## config.mk

```make
export PLATFORM = sky130hd
export DESIGN_NAME = uart_sram_bridge
export DESIGN_NICKNAME = d
export VERILOG_FILES = /design/src/rtl/uart_sram_bridge.sv
export SDC_FILE = /design/constraint.sdc
export NUM_CORES = 1
export LEC_CHECK = 0
export CORE_AREA = 2 2 89 125
export CTS_BUF_LIST = sky130_fd_sc_hd__clkbuf_8
export CTS_CLUSTER_DIAMETER = 150
export DETAILED_ROUTE_END_ITERATION = 16
export DIE_AREA = 0 0 91 127
export DONT_BUFFER_PORTS = 1
export PLACE_DENSITY = 0.77
export SLEW_MARGIN = 20
export SYNTH_ARGS = -nofsm -noshare
export SYNTH_HDL_FRONTEND = slang
export SYNTH_SLANG_ARGS = --single-unit
```

## constraint.sdc

```tcl
create_clock -name clk -period 2.2 [get_ports clk]
set_clock_uncertainty 0.2 [all_clocks]
set_input_delay 0.22 -clock clk [delete_from_list [all_inputs] [get_ports clk]]
set_output_delay 0.22 -clock clk [all_outputs]
set_load 0.02 [all_outputs]
```

## src/rtl/uart_sram_bridge.sv

```systemverilog
// UART byte-stream to single-port SRAM command bridge.
// Supports ping, burst write with ack, burst read, bad-opcode reply and rx timeout.
module uart_sram_bridge #(
  parameter int DATA_W  = 32,
  parameter int ADDR_W  = 5,
  parameter int RD_LAT  = 1,
  parameter int TIMEOUT = 0
) (
  input  logic              clk,
  input  logic              reset,
  input  logic [7:0]        rx_data,
  input  logic              rx_valid,
  output logic              rx_ready,
  output logic [7:0]        tx_data,
  output logic              tx_valid,
  input  logic              tx_ready,
  output logic              csb_n,
  output logic              we_n,
  output logic [ADDR_W-1:0] addr,
  output logic [DATA_W-1:0] sram_din,
  input  logic [DATA_W-1:0] sram_dout,
  output logic              busy,
  output logic              err
);

  localparam int BYTES = DATA_W / 8;
  localparam int BCW   = (BYTES > 1) ? $clog2(BYTES) : 1;
  localparam int LCW   = (RD_LAT > 1) ? $clog2(RD_LAT) : 1;

  localparam logic [BCW-1:0] BLAST = BCW'(BYTES - 1);
  localparam logic [LCW-1:0] LLAST = LCW'(RD_LAT - 1);
  localparam logic [23:0]    TLAST = (TIMEOUT > 0) ? 24'(TIMEOUT - 1) : 24'd0;
  localparam bit             TEN   = (TIMEOUT > 0);

  localparam logic [7:0] OP_W   = 8'h57;
  localparam logic [7:0] OP_R   = 8'h52;
  localparam logic [7:0] OP_P   = 8'h50;
  localparam logic [7:0] RP_ACK = 8'h4B;
  localparam logic [7:0] RP_PNG = 8'hA5;
  localparam logic [7:0] RP_BAD = 8'hEE;

  typedef enum logic [3:0] {
    S_IDLE,
    S_ADDR,
    S_LEN,
    S_WDATA,
    S_WSTB,
    S_RSTB,
    S_RWAIT,
    S_RSEND,
    S_ACK,
    S_PING,
    S_BADOP
  } state_t;

  state_t            state_q, state_d;
  logic              is_wr_q, is_wr_d;
  logic [ADDR_W-1:0] addr_q, addr_d;
  logic [7:0]        len_q, len_d;
  logic [BCW-1:0]    bcnt_q, bcnt_d;
  logic [LCW-1:0]    lcnt_q, lcnt_d;
  logic [23:0]       tcnt_q, tcnt_d;
  logic [DATA_W-1:0] wbuf_q, wbuf_d;
  logic [DATA_W-1:0] rbuf_q, rbuf_d;
  logic [DATA_W-1:0] din_q, din_d;
  logic [7:0]        txd_q, txd_d;
  logic              txv_q, txv_d;
  logic              rxr_q, rxr_d;
  logic              csb_q, csb_d;
  logic              we_q, we_d;
  logic              busy_q, busy_d;
  logic              err_q, err_d;

  logic              rx_fire;
  logic              tx_fire;
  logic              in_rx;
  logic              tmo;
  logic [DATA_W-1:0] wword;
  logic [DATA_W-1:0] rnext;

  assign rx_ready = rxr_q;
  assign tx_data  = txd_q;
  assign tx_valid = txv_q;
  assign csb_n    = csb_q;
  assign we_n     = we_q;
  assign addr     = addr_q;
  assign sram_din = din_q;
  assign busy     = busy_q;
  assign err      = err_q;

  always_comb begin
    state_d = state_q;
    is_wr_d = is_wr_q;
    addr_d  = addr_q;
    len_d   = len_q;
    bcnt_d  = bcnt_q;
    lcnt_d  = lcnt_q;
    wbuf_d  = wbuf_q;
    rbuf_d  = rbuf_q;
    din_d   = din_q;
    txd_d   = txd_q;
    txv_d   = txv_q;
    csb_d   = csb_q;
    we_d    = we_q;
    err_d   = 1'b0;

    rx_fire = rx_valid & rxr_q;
    tx_fire = txv_q & tx_ready;
    in_rx   = (state_q == S_ADDR) ||
              (state_q == S_LEN) ||
              (state_q == S_WDATA);
    tmo     = TEN && in_rx && (tcnt_q == TLAST);
    tcnt_d  = (rx_fire || !in_rx || !TEN) ?
              24'd0 : tcnt_q + 24'd1;

    // Words arrive LSB-first: shift right, new byte enters at the top.
    wword = (wbuf_q >> 8) |
            (DATA_W'(rx_data) << (DATA_W - 8));
    rnext = rbuf_q >> 8;

    if (tmo) begin
      state_d = S_IDLE;
      err_d   = 1'b1;
    end else begin
      unique case (state_q)
        S_IDLE: begin
          // Opcode is decoded on the accepting edge.
          if (rx_fire) begin
            unique case (1'b1)
              (rx_data == OP_W): begin
                is_wr_d = 1'b1;
                state_d = S_ADDR;
              end
              (rx_data == OP_R): begin
                is_wr_d = 1'b0;
                state_d = S_ADDR;
              end
              (rx_data == OP_P): begin
                txd_d   = RP_PNG;
                txv_d   = 1'b1;
                state_d = S_PING;
              end
              default: begin
                txd_d   = RP_BAD;
                txv_d   = 1'b1;
                err_d   = 1'b1;
                state_d = S_BADOP;
              end
            endcase
          end
        end
        S_ADDR: begin
          if (rx_fire) begin
            addr_d  = rx_data[ADDR_W-1:0];
            state_d = S_LEN;
          end
        end
        S_LEN: begin
          if (rx_fire) begin
            len_d  = rx_data;
            bcnt_d = '0;
            if (is_wr_q) begin
              state_d = S_WDATA;
            end else begin
              csb_d   = 1'b0;
              state_d = S_RSTB;
            end
          end
        end
        S_WDATA: begin
          if (rx_fire) begin
            wbuf_d = wword;
            if (bcnt_q == BLAST) begin
              bcnt_d  = '0;
              din_d   = wword;
              csb_d   = 1'b0;
              we_d    = 1'b0;
              state_d = S_WSTB;
            end else begin
              bcnt_d = bcnt_q + BCW'(1);
            end
          end
        end
        S_WSTB: begin
          csb_d  = 1'b1;
          we_d   = 1'b1;
          addr_d = addr_q + ADDR_W'(1);
          if (len_q == 8'd0) begin
            txd_d   = RP_ACK;
            txv_d   = 1'b1;
            state_d = S_ACK;
          end else begin
            len_d   = len_q - 8'd1;
            state_d = S_WDATA;
          end
        end
        S_RSTB: begin
          csb_d   = 1'b1;
          addr_d  = addr_q + ADDR_W'(1);
          lcnt_d  = '0;
          state_d = S_RWAIT;
        end
        S_RWAIT: begin
          if (lcnt_q == LLAST) begin
            rbuf_d  = sram_dout;
            txd_d   = sram_dout[7:0];
            txv_d   = 1'b1;
            bcnt_d  = '0;
            state_d = S_RSEND;
          end else begin
            lcnt_d = lcnt_q + LCW'(1);
          end
        end
        S_RSEND: begin
          if (tx_fire) begin
            if (bcnt_q == BLAST) begin
              txv_d  = 1'b0;
              bcnt_d = '0;
              if (len_q == 8'd0) begin
                state_d = S_IDLE;
              end else begin
                len_d   = len_q - 8'd1;
                csb_d   = 1'b0;
                state_d = S_RSTB;
              end
            end else begin
              bcnt_d = bcnt_q + BCW'(1);
              rbuf_d = rnext;
              txd_d  = rnext[7:0];
            end
          end
        end
        S_ACK, S_PING, S_BADOP: begin
          if (tx_fire) begin
            txv_d   = 1'b0;
            state_d = S_IDLE;
          end
        end
        default: begin
          state_d = S_IDLE;
        end
      endcase
    end

    rxr_d  = (state_d == S_IDLE) ||
             (state_d == S_ADDR) ||
             (state_d == S_LEN) ||
             (state_d == S_WDATA);
    busy_d = (state_d != S_IDLE);
  end

  always_ff @(posedge clk) begin
    if (reset) begin
      state_q <= S_IDLE;
      is_wr_q <= 1'b0;
      addr_q  <= '0;
      len_q   <= '0;
      bcnt_q  <= '0;
      lcnt_q  <= '0;
      tcnt_q  <= '0;
      wbuf_q  <= '0;
      rbuf_q  <= '0;
      din_q   <= '0;
      txd_q   <= '0;
      txv_q   <= 1'b0;
      rxr_q   <= 1'b0;
      csb_q   <= 1'b1;
      we_q    <= 1'b1;
      busy_q  <= 1'b0;
      err_q   <= 1'b0;
    end else begin
      state_q <= state_d;
      is_wr_q <= is_wr_d;
      addr_q  <= addr_d;
      len_q   <= len_d;
      bcnt_q  <= bcnt_d;
      lcnt_q  <= lcnt_d;
      tcnt_q  <= tcnt_d;
      wbuf_q  <= wbuf_d;
      rbuf_q  <= rbuf_d;
      din_q   <= din_d;
      txd_q   <= txd_d;
      txv_q   <= txv_d;
      rxr_q   <= rxr_d;
      csb_q   <= csb_d;
      we_q    <= we_d;
      busy_q  <= busy_d;
      err_q   <= err_d;
    end
  end

endmodule

```

## After elaboration in Yosys (flattened, before gate mapping)

Cells that the tools add are included.

- Bits in writable memories: 0
- Memory bits (read-only): 0
- Output and inout bits: 51
- Bits in latches: 0
- Bits in registers: 131
- Memories kept: 0
- Input bits: 44

- Multiplexer cells: 58
- Divide/modulo/power cells: 0
- Shift operators: 0
- Add/sub/neg operators: 4
- Equal/unequal tests: 31
- $mul: 0
- Reduce and logical (&&, ||, !) cells: 33
- $lt $le $gt $ge: 0
- Bitwise gates (word level): 5

Operators by type and width:

| operator | count |
|---|---|
| two-way mux 32 bit | 3 |
| two-way mux 8 bit | 9 |
| one-hot mux 32 bit (2 select lines) | 1 |
| two-way mux 4 bit | 10 |
| one-hot mux 4 bit (9 select lines) | 1 |
| bitwise OR 24 x 32 -> 32 bit | 1 |
| one-hot mux 8 bit (4 select lines) | 1 |
| inequality test 2 bit, second input constant | 13 |
| == test 8 x 7 -> 1 bit, second input constant | 3 |
| one-hot mux 8 bit (3 select lines) | 1 |
| == test 4 x 2 -> 1 bit, second input constant | 4 |
| == test 4 x 3 -> 1 bit, second input constant | 4 |
| one-hot mux 8 bit (2 select lines) | 1 |
| AND reduction 8 bit | 2 |
| nonzero test 4 bit | 4 |
| two-way mux 1 bit | 15 |
| == test 4 bit, second input constant | 3 |
| two-way mux 2 bit | 5 |
| one-hot mux 5 bit (2 select lines) | 1 |
| nonzero test 2 bit | 5 |
| AND reduction 3 bit | 3 |
| OR reduction 3 bit | 3 |
| == test 4 x 1 -> 1 bit, second input constant | 2 |
| zero test 4 bit | 2 |
| 24 further kinds | 34 |

## Depth between registers and ports, before layout

- Depth in word-level cells: 9
- Depth in mapped cells: 8
- Gate-level depth less buffers: 7

## Worst setup path after synthesis

Ideal clock, no wire load.

- Path kind: reg2reg
- Start point: register len_q[0]
- End point: register busy_q (netlist: busy)
- Path buffers: 0
- Required time: 1.880 ns
- Period minus slack after synthesis: 2.250 ns
- Cell stages (with the launch flop): 8
- Data arrival time: 1.931 ns
- Path slack: -0.050 ns
- Setup time: 0.120 ns
- Cell sequence: dfxtp_1 -> inv_1 -> ha_1 -> nor3b_4 -> a21bo_1 -> o41ai_1 -> or4_4 -> a211o_1

- Longest elaborated chain between the ends: 6

Ends and longest elaborated chain:

| element | line | RTL |
|---|---|---|
| from (decl) | 59 | `logic [7:0] len_q, len_d;` |
| from (signal assigned) | 275 | `len_q <= len_d;` |
| zero test 8 bit (*) | 188, 219 |  |
| two-way mux 3 bit | 219 | `if (len_q == 8'd0) begin` |
| two-way mux 4 bit | 216 | `if (bcnt_q == BLAST) begin` |
| two-way mux 4 bit | 215 | `if (tx_fire) begin` |
| one-hot mux 4 bit (9 select lines) (*) | 125 | `unique case (state_q)` |
| nonzero test 4 bit (*) | 249 | `busy_d = (state_d != S_IDLE);` |
| to (signal assigned) | 287 | `busy_q <= busy_d;` |
| to (decl) | 71 | `logic busy_q, busy_d;` |

Every way passes the cells marked *; elsewhere a longest branch is shown, timed or not.
A chain may end at the register's enable or synchronous reset.

## Final worst setup path

- Start point: register len_q[1]
- End point: register busy_q (netlist: busy)

Same word-level chain as after synthesis.

==> run metrics <==
Fmax achieved 0.454 GHz; HP Class input pin to flip-flop; Yosys cell types slightly below 70; most common cell after layout, fill and taps aside nand2_1; CP top delay family simple AND/OR/NAND/NOR gates; DP Wirelength approximately 11 mm; first-pass GRT wire length 24.0 mm; min Tclk post-route 2.20 ns; Final Net Count roughly 730; failing checks negative hold slack, negative setup slack; Synthesized Nets a little under 700; sequential-to-total area share from yosys stat approximately 44%; max_slew headroom between 60% and 70%; register bit count reported by yosys 114; FILL cells ~940; DR top layer met4; fin crit share 100%; Avg Inst Size Synth about 8.0 µm²; hold slack -0.356 ns; CTS Hold Bufs 8; asr flop ratio synth 0%; Slowest-stage cell, CP or4_4; Die Height approximately 130 µm; leakage dissipation between 2 and 2.5 nW; met3 wire length 1.00 mm; routed vias/inst 5.94; Place WS -0.212 ns; ratio of cells with drive above 1 in the final layout between 10% and 20%; Via Count 4950; placer congestion estimate 0.955; wire length on met1 ~5.6 mm; CP Capture Type flip-flop; status finished, violations left; CP max FO 4; global route overflow 0; Max VDD drop roughly 0.00052 V; Num CTS Buffers 17; Final setup viols 1; non-filler cells, final between 800 and 900; max-cap violation count 0; YS warnings 0; CTS tree done; power density cells slightly below 800 nW/µm²; final hold violations 105; Post-synth EDFFs 0; IO Port Bufs 0; vias in the first global route 4898; die area around 12000 µm²; mapped cell area between 5000 and 6000 µm²; critical path class flip-flop to flip-flop; setup slack after layout -0.00363 ns; pin count of the biggest net entering global routing roughly 110; CP peak stage delay around 0.52 ns; DR WL met2 8.04 mm; Startpoint Class flip-flop; CTS Buffer Depth 2; total track usage between 20% and 30%; DR DRC count 0; RSZ-0062 raised after global routing yes; root buf cell clkbuf_8; clk sinks 114; flop2flop setup slack -0.004 ns; CP arrival about 2.3 ns; Initial Utilization between 40% and 50%; Post-synth top flop dfxtp_1; Post-Place Cells 788; I/O pin cnt between 90 and 100; total wire length ~15 mm; worst slew pin tran roughly 0.53 ns; clk_lat worst skew 0.44 ns; ant diodes 0; First DRT Iteration DRCs between 200 and 300; Pre-antenna DRT Iters 5; routed len/inst between 15 and 20 µm; Worst Path Buf+Inv 1; overall power 4.73 mW; initial antenna violation count 0; core area between 10000 and 15000 µm²; Cell Rows 44; crit-path cells inv_2 > ha_4 > nor3b_4 > a21bo_1 > o41ai_1 > or4_4 > a211o_1; Final Max Tran Viols 0; H-tree levels 4; Die X between 90 and 100 µm; Synth Instances 645; Detail Route Antenna Nets 0; Worst Path Required ~2.3 ns; commonest cells after routing, fill and taps aside 144 x nand2_1, 113 x dfxtp_1, 81 x a21oi_1; Area Overhead vs Synth 19.8%; Worst-path clk slew ~0.070 ns
logic make-up after synthesis:
family | Yosys count | share of synthesized area [%]
flops | 114 | 44.4
simple gates | 286 | 25.7
xor+xnor | 2 | 0.341
fa+ha+maj | 3 | 0.731
compound gates | 170 | 21.6
buf+inv | 58 | 4.70
mux | 12 | 2.44
worst register-to-register path: cells and delay by family, from the launching register on:
| family | cells | cell delay, ns |
|---|---|---|
| buf+inv | 1 | 0.07 |
| fa+ha+maj | 1 | 0.15 |
| compound gates | 3 | 0.57 |
| simple gates | 2 | 0.79 |
| flops | 1 | 0.32 |
metrics by stage:
| stage | util [%] | setup TNS, ns | instance area [µm²] |
|---|---|---|---|
| global route | 59.5 | -0.247 | 6150 |
| global placement | 53.7 | -0.207 | 5550 |
| finish | 59.5 | -0.00363 | 6150 |
| CTS | 59.0 | 0 | 6110 |
| detailed placement | 53.7 | -0.912 | 5550 |
| floorplan | - | 0 | 5150 |
flip-flops by register name (all words and copies together), names as in the netlist, 2 cells and up:
register / cells
tx_data: 8
wbuf_q: 24
bcnt_q: 2
state_q: 4
sram_din: 32
len_q: 8
addr: 5
rbuf_q: 24
per-layer routing:
metal,GRT usage [%],up-vias
met4,16.3,0
li1,-,2357
met2,47.9,197
met1,26.4,2341
met5,0,-
met3,8.43,55
cells in the mapped netlist, types with 8 or more instances:
| cell | count | area, µm² |
|---|---|---|
| clkbuf_1 | 33 | 124 |
| nor3_1 | 10 | 50.1 |
| a21oi_1 | 81 | 405 |
| nand3_1 | 20 | 100 |
| nor2_1 | 59 | 221 |
| nand2_1 | 144 | 541 |
| dfxtp_1 | 114 | 2280 |
| o21ai_0 | 11 | 55.1 |
| a311oi_1 | 16 | 140 |
| mux2i_1 | 8 | 80.1 |
| a22oi_1 | 10 | 75.1 |
| buf_2 | 10 | 50.1 |
| inv_1 | 11 | 41.3 |
layout make-up:
type / count / area (µm²) / area share [%]
multi-input cells: 473 / 2680 / 43.5
clock buffers: 19 / 262 / 4.25
well taps: 138 / 173 / 2.81
clock inverters: 13 / 159 / 2.58
inverters: 11 / 41.3 / 0.671
repair buffers: 65 / 562 / 9.13
flip-flops and latches: 114 / 2280 / 37.1
worst paths after layout:
check | startpoint | endpoint | cells after the start
worst max register to register | len_q[1] | busy | 7
worst min register to register | wbuf_q[15] | sram_din[7] | 2
worst max-delay path | len_q[1] | busy | 7
worst min-delay path | reset | bcnt_q[1] | 1
where the power goes:
| group | switching [mW] | internal, mW |
|---|---|---|
| registers | 0.0934 | 2.11 |
| clock network | 0.897 | 1.18 |
| logic | 0.243 | 0.204 |
| total | 1.23 | 3.50 |
what timing repair did:
action	in CTS	in global routing
pin swaps	3	2
resized for setup	4	8
buffers inserted	4	1
cloned	0	0
setup endpoints to repair	13	11
endpoints found under the hold margin	111	105
(Power assumes the default switching activity.)
